$ cat src/rtl/key_event_ctrl.sv
`default_nettype none
// key_event_ctrl: per-key SHORT/LONG/REPEAT classification, one pending slot per key,
// and round-robin delivery of events over a valid/ready handshake.
module key_event_ctrl #(
  parameter int NUM_KEYS    = 4,
  parameter int LONG_TIME   = 50_000_000,
  parameter int REPEAT_TIME = 10_000_000,
  parameter int CNT_W       = 26,
  parameter int KEY_W       = 2
) (
  input  logic                clk,
  input  logic                rst_n,
  input  logic [NUM_KEYS-1:0] key_level_i,
  output logic                evt_valid_o,
  input  logic                evt_ready_i,
  output logic [KEY_W-1:0]    evt_key_o,
  output logic [1:0]          evt_type_o,
  output logic                overflow_o
);

  typedef enum logic [1:0] {
    S_IDLE    = 2'd0,
    S_PRESSED = 2'd1,
    S_HELD    = 2'd2
  } state_t;

  localparam logic [1:0]       T_SHORT   = 2'b00;
  localparam logic [1:0]       T_LONG    = 2'b01;
  localparam logic [1:0]       T_REPEAT  = 2'b10;
  localparam logic [CNT_W-1:0] LONG_LAST = CNT_W'(LONG_TIME - 1);
  localparam logic [CNT_W-1:0] REP_LAST  = CNT_W'(REPEAT_TIME - 1);

  logic [NUM_KEYS-1:0] level_q;
  state_t              state_q [NUM_KEYS];
  state_t              state_d [NUM_KEYS];
  logic [CNT_W-1:0]    cnt_q   [NUM_KEYS];
  logic [CNT_W-1:0]    cnt_d   [NUM_KEYS];
  logic [NUM_KEYS-1:0] post;
  logic [1:0]          post_type [NUM_KEYS];

  logic [NUM_KEYS-1:0] slot_q;
  logic [1:0]          slot_type_q [NUM_KEYS];
  logic [NUM_KEYS-1:0] grant;
  logic [NUM_KEYS-1:0] drop;
  logic [KEY_W-1:0]    ptr_q;
  logic [KEY_W-1:0]    gnt_idx;
  logic [KEY_W-1:0]    cand;
  logic                found;
  logic                out_free;
  logic                do_grant;

  logic                evt_valid_q;
  logic [KEY_W-1:0]    evt_key_q;
  logic [1:0]          evt_type_q;
  logic                overflow_q;

  logic [NUM_KEYS-1:0] press;
  logic [NUM_KEYS-1:0] release_;

  assign press    = key_level_i & ~level_q;
  assign release_ = ~key_level_i & level_q;

  // Edge history resets to "pressed" so a key already held at reset is ignored until released.
  always_ff @(posedge clk or negedge rst_n) begin
    if (!rst_n) begin
      level_q <= '1;
      for (int k = 0; k < NUM_KEYS; k++) begin
        state_q[k] <= S_IDLE;
        cnt_q[k]   <= '0;
      end
    end else begin
      level_q <= key_level_i;
      for (int k = 0; k < NUM_KEYS; k++) begin
        state_q[k] <= state_d[k];
        cnt_q[k]   <= cnt_d[k];
      end
    end
  end

  always_comb begin
    for (int k = 0; k < NUM_KEYS; k++) begin
      state_d[k]   = state_q[k];
      cnt_d[k]     = cnt_q[k];
      post[k]      = 1'b0;
      post_type[k] = T_SHORT;
      case (state_q[k])
        S_IDLE: begin
          if (press[k]) begin
            state_d[k] = S_PRESSED;
            cnt_d[k]   = '0;
          end
        end
        S_PRESSED: begin
          if (release_[k]) begin
            post[k]    = 1'b1;
            state_d[k] = S_IDLE;
            cnt_d[k]   = '0;
          end else if (cnt_q[k] == LONG_LAST) begin
            post[k]      = 1'b1;
            post_type[k] = T_LONG;
            state_d[k]   = S_HELD;
            cnt_d[k]     = '0;
          end else begin
            cnt_d[k] = cnt_q[k] + 1'b1;
          end
        end
        S_HELD: begin
          if (release_[k]) begin
            state_d[k] = S_IDLE;
            cnt_d[k]   = '0;
          end else if (cnt_q[k] == REP_LAST) begin
            post[k]      = 1'b1;
            post_type[k] = T_REPEAT;
            cnt_d[k]     = '0;
          end else begin
            cnt_d[k] = cnt_q[k] + 1'b1;
          end
        end
        default: begin
          state_d[k] = S_IDLE;
          cnt_d[k]   = '0;
        end
      endcase
    end
  end

  // Round-robin search over registered slot flags starting at the pointer.
  always_comb begin
    found   = 1'b0;
    gnt_idx = '0;
    cand    = '0;
    for (int i = 0; i < NUM_KEYS; i++) begin
      cand = KEY_W'((int'(ptr_q) + i) % NUM_KEYS);
      if (!found && slot_q[cand]) begin
        found   = 1'b1;
        gnt_idx = cand;
      end
    end
  end

  assign out_free = ~evt_valid_q | evt_ready_i;
  assign do_grant = out_free & found;

  always_comb begin
    grant = '0;
    if (do_grant) grant[gnt_idx] = 1'b1;
  end

  assign drop = post & slot_q & ~grant;

  always_ff @(posedge clk or negedge rst_n) begin
    if (!rst_n) begin
      slot_q     <= '0;
      overflow_q <= 1'b0;
      for (int k = 0; k < NUM_KEYS; k++) slot_type_q[k] <= T_SHORT;
    end else begin
      overflow_q <= |drop;
      for (int k = 0; k < NUM_KEYS; k++) begin
        if (post[k] && (!slot_q[k] || grant[k])) begin
          slot_q[k]      <= 1'b1;
          slot_type_q[k] <= post_type[k];
        end else if (grant[k]) begin
          slot_q[k] <= 1'b0;
        end
      end
    end
  end

  always_ff @(posedge clk or negedge rst_n) begin
    if (!rst_n) begin
      evt_valid_q <= 1'b0;
      evt_key_q   <= '0;
      evt_type_q  <= T_SHORT;
      ptr_q       <= '0;
    end else if (do_grant) begin
      evt_valid_q <= 1'b1;
      evt_key_q   <= gnt_idx;
      evt_type_q  <= slot_type_q[gnt_idx];
      ptr_q       <= (gnt_idx == KEY_W'(NUM_KEYS - 1)) ? '0 : gnt_idx + 1'b1;
    end else if (out_free) begin
      evt_valid_q <= 1'b0;
    end
  end

  assign evt_valid_o = evt_valid_q;
  assign evt_key_o   = evt_key_q;
  assign evt_type_o  = evt_type_q;
  assign overflow_o  = overflow_q;

endmodule
`default_nettype wire
$ cat config.mk
export PLATFORM = sky130hd
export DESIGN_NAME = key_event_ctrl
export DESIGN_NICKNAME = d
export VERILOG_FILES = /design/src/rtl/key_event_ctrl.sv
export SDC_FILE = /design/constraint.sdc
export NUM_CORES = 1
export LEC_CHECK = 0
export ABC_AREA = 1
export CAP_MARGIN = 20
export CORE_UTILIZATION = 60
export DETAILED_ROUTE_END_ITERATION = 10
export PLACE_DENSITY = 0.77
export SYNTH_ARGS = -nofsm -noshare
export SYNTH_HDL_FRONTEND = slang
export SYNTH_SLANG_ARGS = --single-unit
$ cat constraint.sdc
create_clock -name clk -period 2.31 [get_ports clk]
set_input_delay 0.3465 -clock clk [delete_from_list [all_inputs] [get_ports clk]]
set_output_delay 0.3465 -clock clk [all_outputs]
set_load 0.02 [all_outputs]
==> impl_results.md, run 1 <==
* Yosys top cell area share at 0.370
* All-Layer GR Usage at 0.287
* Worst Setup Slack, final at roughly 0.15 ns
* Fillers at 1233
* Worst Hold Class: in -> reg
* IR drop worst, VDD at 0.866 mV
* Final core occ at 0.690
* Fin crit period at 2.16 ns
* Clock buffer depth at 2
* Sink Count at between 100 and 150
* Fraction of layout cells with a size suffix above 1 at 0.103
* Library cells used by synthesis at 42
* Final hold vios at 0
* Worst EP arrival at 2.47 ns
* Hold Crit Start: key_level_i[0]
* Synth Instances at ~1300
* Final Power at 9.61 mW
* Worst hold slack at 0.382 ns
* Vias in the first global route at 7523
* I/O Pins at 13
* Pin count of the biggest net entering global routing at 60
* Mapped cell area at 8930 sq um
* Chip Width at 124 um
* Count leader, synth: nand2_1
* Die area at ~15000 sq um
* Critical path launch point type: register
* Slew Limit Fails at 0
* Detail Placement HPWL at 14800 um
* Max Freq at 0.464 GHz
* # setup viols final at 0
* Status: finished, final reports clean
* Total CTS buffers at 17
* Die Y at 124 um
* YS warnings at 0
* Register area at 3410 sq um
* Per-cell routed wire length at 14.0 um
* Post-synth EDFFs at 0
* Clock Latency Late Sink at 0.42 ns
* Setup CP Type: reg -> reg
* Routed vias/inst at 5.57
* Final Cycle Share at 0.933
* CP max FO at 6
* Synth Area per Inst at 7.09 sq um
* Slew headroom at 0.557
* Site Rows at 44
* Clk root buf: clkbuf_16
* Post-synthesis register bit count at between 100 and 150
* Synth top cells by count: nand2_1, inv_1, dfrtp_1
* Initial antenna violation count at 0
* DRT Wirelength at 20800 um
* Syn_nets at roughly 1300
* Static Leak at 4.33 nW
* Primary FF master, synth: dfrtp_1
* First-pass GRT wire length at 34700 um
* R2r startpoint: ptr_q[0]
* Max Cap Viol at 0
* Layout Area Growth over Synthesis at 12.3%
* Initial core utilization at 0.614
* Post-DP Area at 9320 sq um
* CTS tree: built
* Pre-CTS WS at 0.0595 ns
* Final ANT Viol Nets at 0
* Vias after detailed routing at between 8000 and 9000
* Layout Nets at between 1000 and 1500
* First-pass DRT Iterations at 6
* Total gr overflow at 0
* # diodes at 0
* CORE AREA at ~15000 sq um
* GPL Wtd Cong at around 0.92
* Critical path required time at 2.63 ns
* Leading area contributor after synthesis: dfrtp_1
* Final Instance Area at 10000 sq um
* Iter 0 DRT Violations at 637
* Clock slew at reported path FFs at 0.06 ns
* CP endpoint kind: register
* I/O Buffers at 12
* DRC at 0
* Ys async rst share at 1.00
* Htree depth at 4
* Post-Route Skew at approximately 0.0096 ns
* Critical Path Source: ptr_q[0]
* Cell Pwr Density at 959 nW/um^2
* Worst slew pin tran at between 0.6 and 0.7 ns
* Top cells by area, synth: dfrtp_1, nand2_1, inv_1
* Post-synthesis sequential area ratio at 0.382
* Multi-input logic area at approximately 4700 sq um
==> state kept, by name, summed over array words and instances, names as in the netlist <==
register / count
evt_key_o: 2
overflow_o: 1
slot_type_q: 8
level_q: 4
evt_type_o: 2
slot_q: 4
evt_valid_o: 1
cnt_q: 104
state_q: 8
ptr_q: 2
==> routing by layer <==
layer	track usage	vias to the layer above	routed length, um
met2	0.466	237	9630
met3	0.0600	34	977
met5	0	-	0
met4	0.0789	0	305
met1	0.388	3824	9870
li1	-	4182	-
==> worst paths after layout <==
path | to | slack (ns) | depth (start not counted)
max | overflow_o | 0.15 | 18
min | level_q[0] | 0.38 | 1
max reg2reg | overflow_o | 0.15 | 18
min reg2reg | slot_type_q[4] | 0.50 | 2
max in group asynchronous | level_q[1] | 1.20 | 3
min in group asynchronous | cnt_q[88] | 0.42 | 2
==> through the flow <==
| step | setup TNS, ns | cells |
|---|---|---|
| 2_1_floorplan | 0 | 1259 |
| 3_3_place_gp | 0 | 1451 |
| 3_5_place_dp | 0 | 1451 |
| 4_1_cts | 0 | 1484 |
| 5_1_grt | -0.0601 | 1487 |
| 6_report | 0 | 1487 |
==> where the power goes <==
group | internal (mW) | switching [mW]
clock network | 1.87 | 1.05
registers | 2.60 | 0.179
logic | 1.21 | 2.71
==> cell usage in the layout (no fill, tap or decap), types with 3 or more instances in the layout <==
cell and instances:
nand3b_1 8, xnor2_1 6, nor2_1 129, nor3_2 5
nand4_1 55, o21ai_2 3, clkdlybuf4s50_1 11, nor2_2 12
o21ai_1 14, o21ai_0 65, inv_2 14, inv_1 168
o22ai_1 23, nand2_2 17, bufinv_16 4, nor3_1 40
buf_4 19, nor2_4 3, clkbuf_16 17, dfrtp_1 131
dfstp_2 4, nor4_1 15, nand3_2 10, o211ai_1 3
ha_1 20, a21oi_1 31, nand2_1 298, clkinv_2 3
xor2_1 36, nand3_1 108
==> cell type report <==
type	count	share of cell area
multi-input cells	914	0.471
flip-flops and latches	136	0.340
inverters	186	0.0703
clock buffers	21	0.0459
repair buffers	35	0.0325
well taps	184	0.0230
clock inverters	11	0.0171
==> worst max-delay path: stages (launching register included) <==
cell	delay, ns
dfrtp_2	0.46
buf_6	0.15
nand2_2	0.06
nand2_2	0.08
nand2_2	0.09
nand2_2	0.06
nor2_4	0.17
nand2_1	0.07
nand3_1	0.09
nand2_2	0.10
inv_2	0.10
ha_1	0.14
inv_1	0.06
o21ai_4	0.15
inv_2	0.05
nand2_1	0.07
nand2_1	0.05
inv_1	0.05
nand2_1	0.04
==> logic make-up (layout without fill, tap and decap cells) <==
family / after synthesis / in the layout / synth area share
flip-flops: 136 / 136 / 0.382
AO/OA/AOI/OAI: 143 / 143 / 0.0876
XOR/XNOR: 42 / 42 / 0.0412
adder cells (fa/ha/maj): 20 / 20 / 0.0280
buffers and inverters: 209 / 253 / 0.0926
AND/OR/NAND/NOR: 709 / 709 / 0.369
==> repair_timing <==
action / CTS / global route
resized for setup: 0 / 12
hold buffers: 1 / 0
setup buffers: 0 / 3
hold endpoints to repair: 39 / 0
setup endpoints to repair: 0 / 28
Note: power is estimated with default switching activity, not from simulation.
==> inputs of run 2 (changes only) <==
--- a/config.mk
+++ b/config.mk
@@ -10,4 +10,5 @@
 export CORE_UTILIZATION = 60
 export DETAILED_ROUTE_END_ITERATION = 10
+export GPL_ROUTABILITY_DRIVEN = 0
 export PLACE_DENSITY = 0.77
 export SYNTH_ARGS = -nofsm -noshare
==> constraint.sdc (replaced) <==
create_clock -name clk -period 2.31 [get_ports clk]
set_input_delay 0.3465 -clock clk [delete_from_list [all_inputs] [get_ports clk]]
set_output_delay 0.3465 -clock clk [all_outputs]
set_load 0.005 [all_outputs]
==> impl_results.md, run 2 (synthesis gave the netlist of run 1 again) <==
* Clock Latency Late Sink at 0.42 ns (about the same)
* Total gr overflow at 0 (unchanged)
* CP max FO at 6 (unchanged)
* I/O Buffers at 12 (unchanged)
* Iter 0 DRT Violations at 741 (+16%)
* Clk root buf: clkbuf_16
* Post-Route Skew at 0.00932 ns (-0.000270 ns)
* Status: finished, final reports clean
* Cell Pwr Density at 969 nW/um^2 (+1.0%)
* Clock slew at reported path FFs at 0.06 ns (about the same)
* Slew headroom at 0.555 (-0.00147)
* Initial core utilization at 0.614 (unchanged)
* Detail Placement HPWL at 14800 um (-0.10%)
* Most used cell, CP: nand2_2
* Largest register FFs at 104 (unchanged)
* First-pass GRT wire length at 35200 um (+1.5%)
* IR drop worst, VDD at 0.638 mV (-26%)
* Fillers at 1232 (-0.081%)
* Final Cycle Share at 0.940 (+0.00709)
* DRC at 0 (unchanged)
* All-Layer GR Usage at 0.290 (+0.00322)
* Setup CP Type: reg -> reg
* Post-Layout Cell Count at 1490 (+0.20%)
* CORE AREA at 14500 sq um (unchanged)
* Htree depth at 4 (unchanged)
* Top delay family on crit path: simple AND/OR/NAND/NOR gates
* Critical path launch point type: register
* Static Leak at 4.36 nW (+0.81%)
* Routed vias/inst at 5.59 (+0.45%)
* Critical Path Slowest Stage Cell: dfrtp_2
* I/O Pins at 13 (unchanged)
* CTS tree: built
* # setup viols final at 0 (unchanged)
* RSZ-0062 raised after global routing: yes
* CP bufs+invs at 5 (unchanged)
* Worst Setup Slack, final at 0.138 ns (-0.0164 ns)
* Multi-input logic area at 4720 sq um (about the same)
* Slew Limit Fails at 0 (unchanged)
* # diodes at 0 (unchanged)
* Fraction of layout cells with a size suffix above 1 at 0.105 (+0.00206)
* Hold EP: level_q[1]
* Post-DP Area at 9320 sq um (about the same)
* Critical R2R Capture: overflow_o
* Worst slew pin tran at 0.661 ns (+0.00219 ns)
* Sink Count at 136 (unchanged)
* Worst Hold Class: in -> reg
* Initial antenna violation count at 0 (unchanged)
* Worst EP arrival at 2.48 ns (about the same)
* Reg with most FFs: cnt_q
* Final ANT Viol Nets at 0 (unchanged)
* Final hold vios at 0 (unchanged)
* Clock buffer depth at 2 (unchanged)
* Fin crit period at 2.17 ns (+0.0164 ns)
* Cells after DPL at 1453 (+0.14%)
* Per-cell routed wire length at 14.0 um (about the same)
* First-pass DRT Iterations at 5 (-1)
* Max Cap Viol at 0 (unchanged)
* R2R cell count at 18 (unchanged)
* Most frequent cells in the layout: nand2_1, inv_1, dfrtp_1, nor2_1, nand3_1
* Pin count of the biggest net entering global routing at 51 (-15%)
* Vias in the first global route at 7616 (+1.2%)
* WHS Path Cells at 1 (unchanged)
* Die area at 15400 sq um (unchanged)
* Setup TNS at 0 ns (unchanged)
* Max Freq at 0.460 GHz (-0.75%)
* Vias after detailed routing at 8331 (+0.65%)
* Worst path max stage delay at 0.46 ns (about the same)
* Die Y at 124 um (unchanged)
* Cell breakdown of the critical path: buf_4, nand2_2, nand2_2, nand2_2, nand2_2, nor2_4, nand2_1, nand3_2, nand2_2, inv_2, ha_1, inv_1, o21ai_4, inv_2, nand2_1, nand2_1, inv_1, nand2_1
* Largest regs: cnt_q: 104 flops, slot_type_q: 8 flops, state_q: 8 flops
* Worst path depth at 18 (unchanged)
* R2r startpoint: ptr_q[0]
* Pre-CTS WS at 0.0608 ns (+0.00129 ns)
* Reg2Reg Setup Slack at 0.14 ns (-0.02 ns)
* CP endpoint kind: register
* Total CTS buffers at 17 (unchanged)
* Layout Area Growth over Synthesis at 12.5%
* Worst hold slack at 0.388 ns (+0.00633 ns)
* Site Rows at 44 (unchanged)
* DRT Wirelength at 20800 um (+0.26%)
* Critical path required time at 2.62 ns (about the same)
* Register area at 3410 sq um (unchanged)
* Leading cell type in the layout, fill and taps excluded: nand2_1
* Layout Nets at 1320 (+0.23%)
* Chip Width at 124 um (unchanged)
* Final Instance Area at 10000 sq um (+0.22%)
* Hold Crit Start: key_level_i[1]
==> run 2: how the worst max path moves through the flow <==
stage,start,to,slack (ns)
floorplan,ptr_q[0],slot_type_q[5],0.36
global placement,ptr_q[0],overflow_o,0.12
detailed placement,ptr_q[0],overflow_o,0.06
CTS,ptr_q[0],slot_type_q[5],0.04
global route,ptr_q[0],slot_type_q[5],-0.05
finish,ptr_q[0],overflow_o,0.14
==> run 2: final cells by class <==
class                           count  area share
Timing Repair Buffer               38      0.0330
Sequential cell                   136       0.339
Clock buffer                       22      0.0482
Inverter                          186      0.0697
Tap cell                          184      0.0229
Multi-Input combinational cell    914       0.470
Clock inverter                     10      0.0164
==> run 2: where the power goes <==
| part | switching [mW] | internal (mW) |
|---|---|---|
| sequential | 0.174 | 2.60 |
| combinational | 2.71 | 1.26 |
| clock | 1.06 | 1.93 |
==> run 2: worst register-to-register path, stage by stage (launching register included) <==
cell and delay, ns:
dfrtp_2 0.46, buf_4 0.17, nand2_2 0.06, nand2_2 0.08, nand2_2 0.08, nand2_2 0.06
nor2_4 0.16, nand2_1 0.09, nand3_2 0.08, nand2_2 0.09, inv_2 0.10, ha_1 0.15
inv_1 0.06, o21ai_4 0.17, inv_2 0.05, nand2_1 0.08, nand2_1 0.05, inv_1 0.05
nand2_1 0.04
==> run 2: per-layer routing <==
| layer | up-vias | share of wire | GRT usage |
|---|---|---|---|
| li1 | 4193 | - | - |
| met1 | 3875 | 0.47 | 0.390 |
| met2 | 232 | 0.47 | 0.476 |
| met3 | 31 | 0.047 | 0.0527 |
| met4 | 0 | 0.017 | 0.0885 |
| met5 | - | 0 | 0 |
==> run 2: timing repair <==
item                                    4_1_cts  5_1_grt
hold endpoints to repair                     45        0
setup buffers                                 0        4
endpoints found under the setup margin        0       14
gates resized for setup                       0        9
hold buffers                                  1        0
==> run 2: per-stage QoR <==
stage / utilization / power [mW]
finish: 0.691 / 9.73
floorplan: - / 5.50
detailed placement: 0.641 / 6.47
global route: 0.691 / 10.3
global placement: 0.641 / 6.44
CTS: 0.687 / 9.50
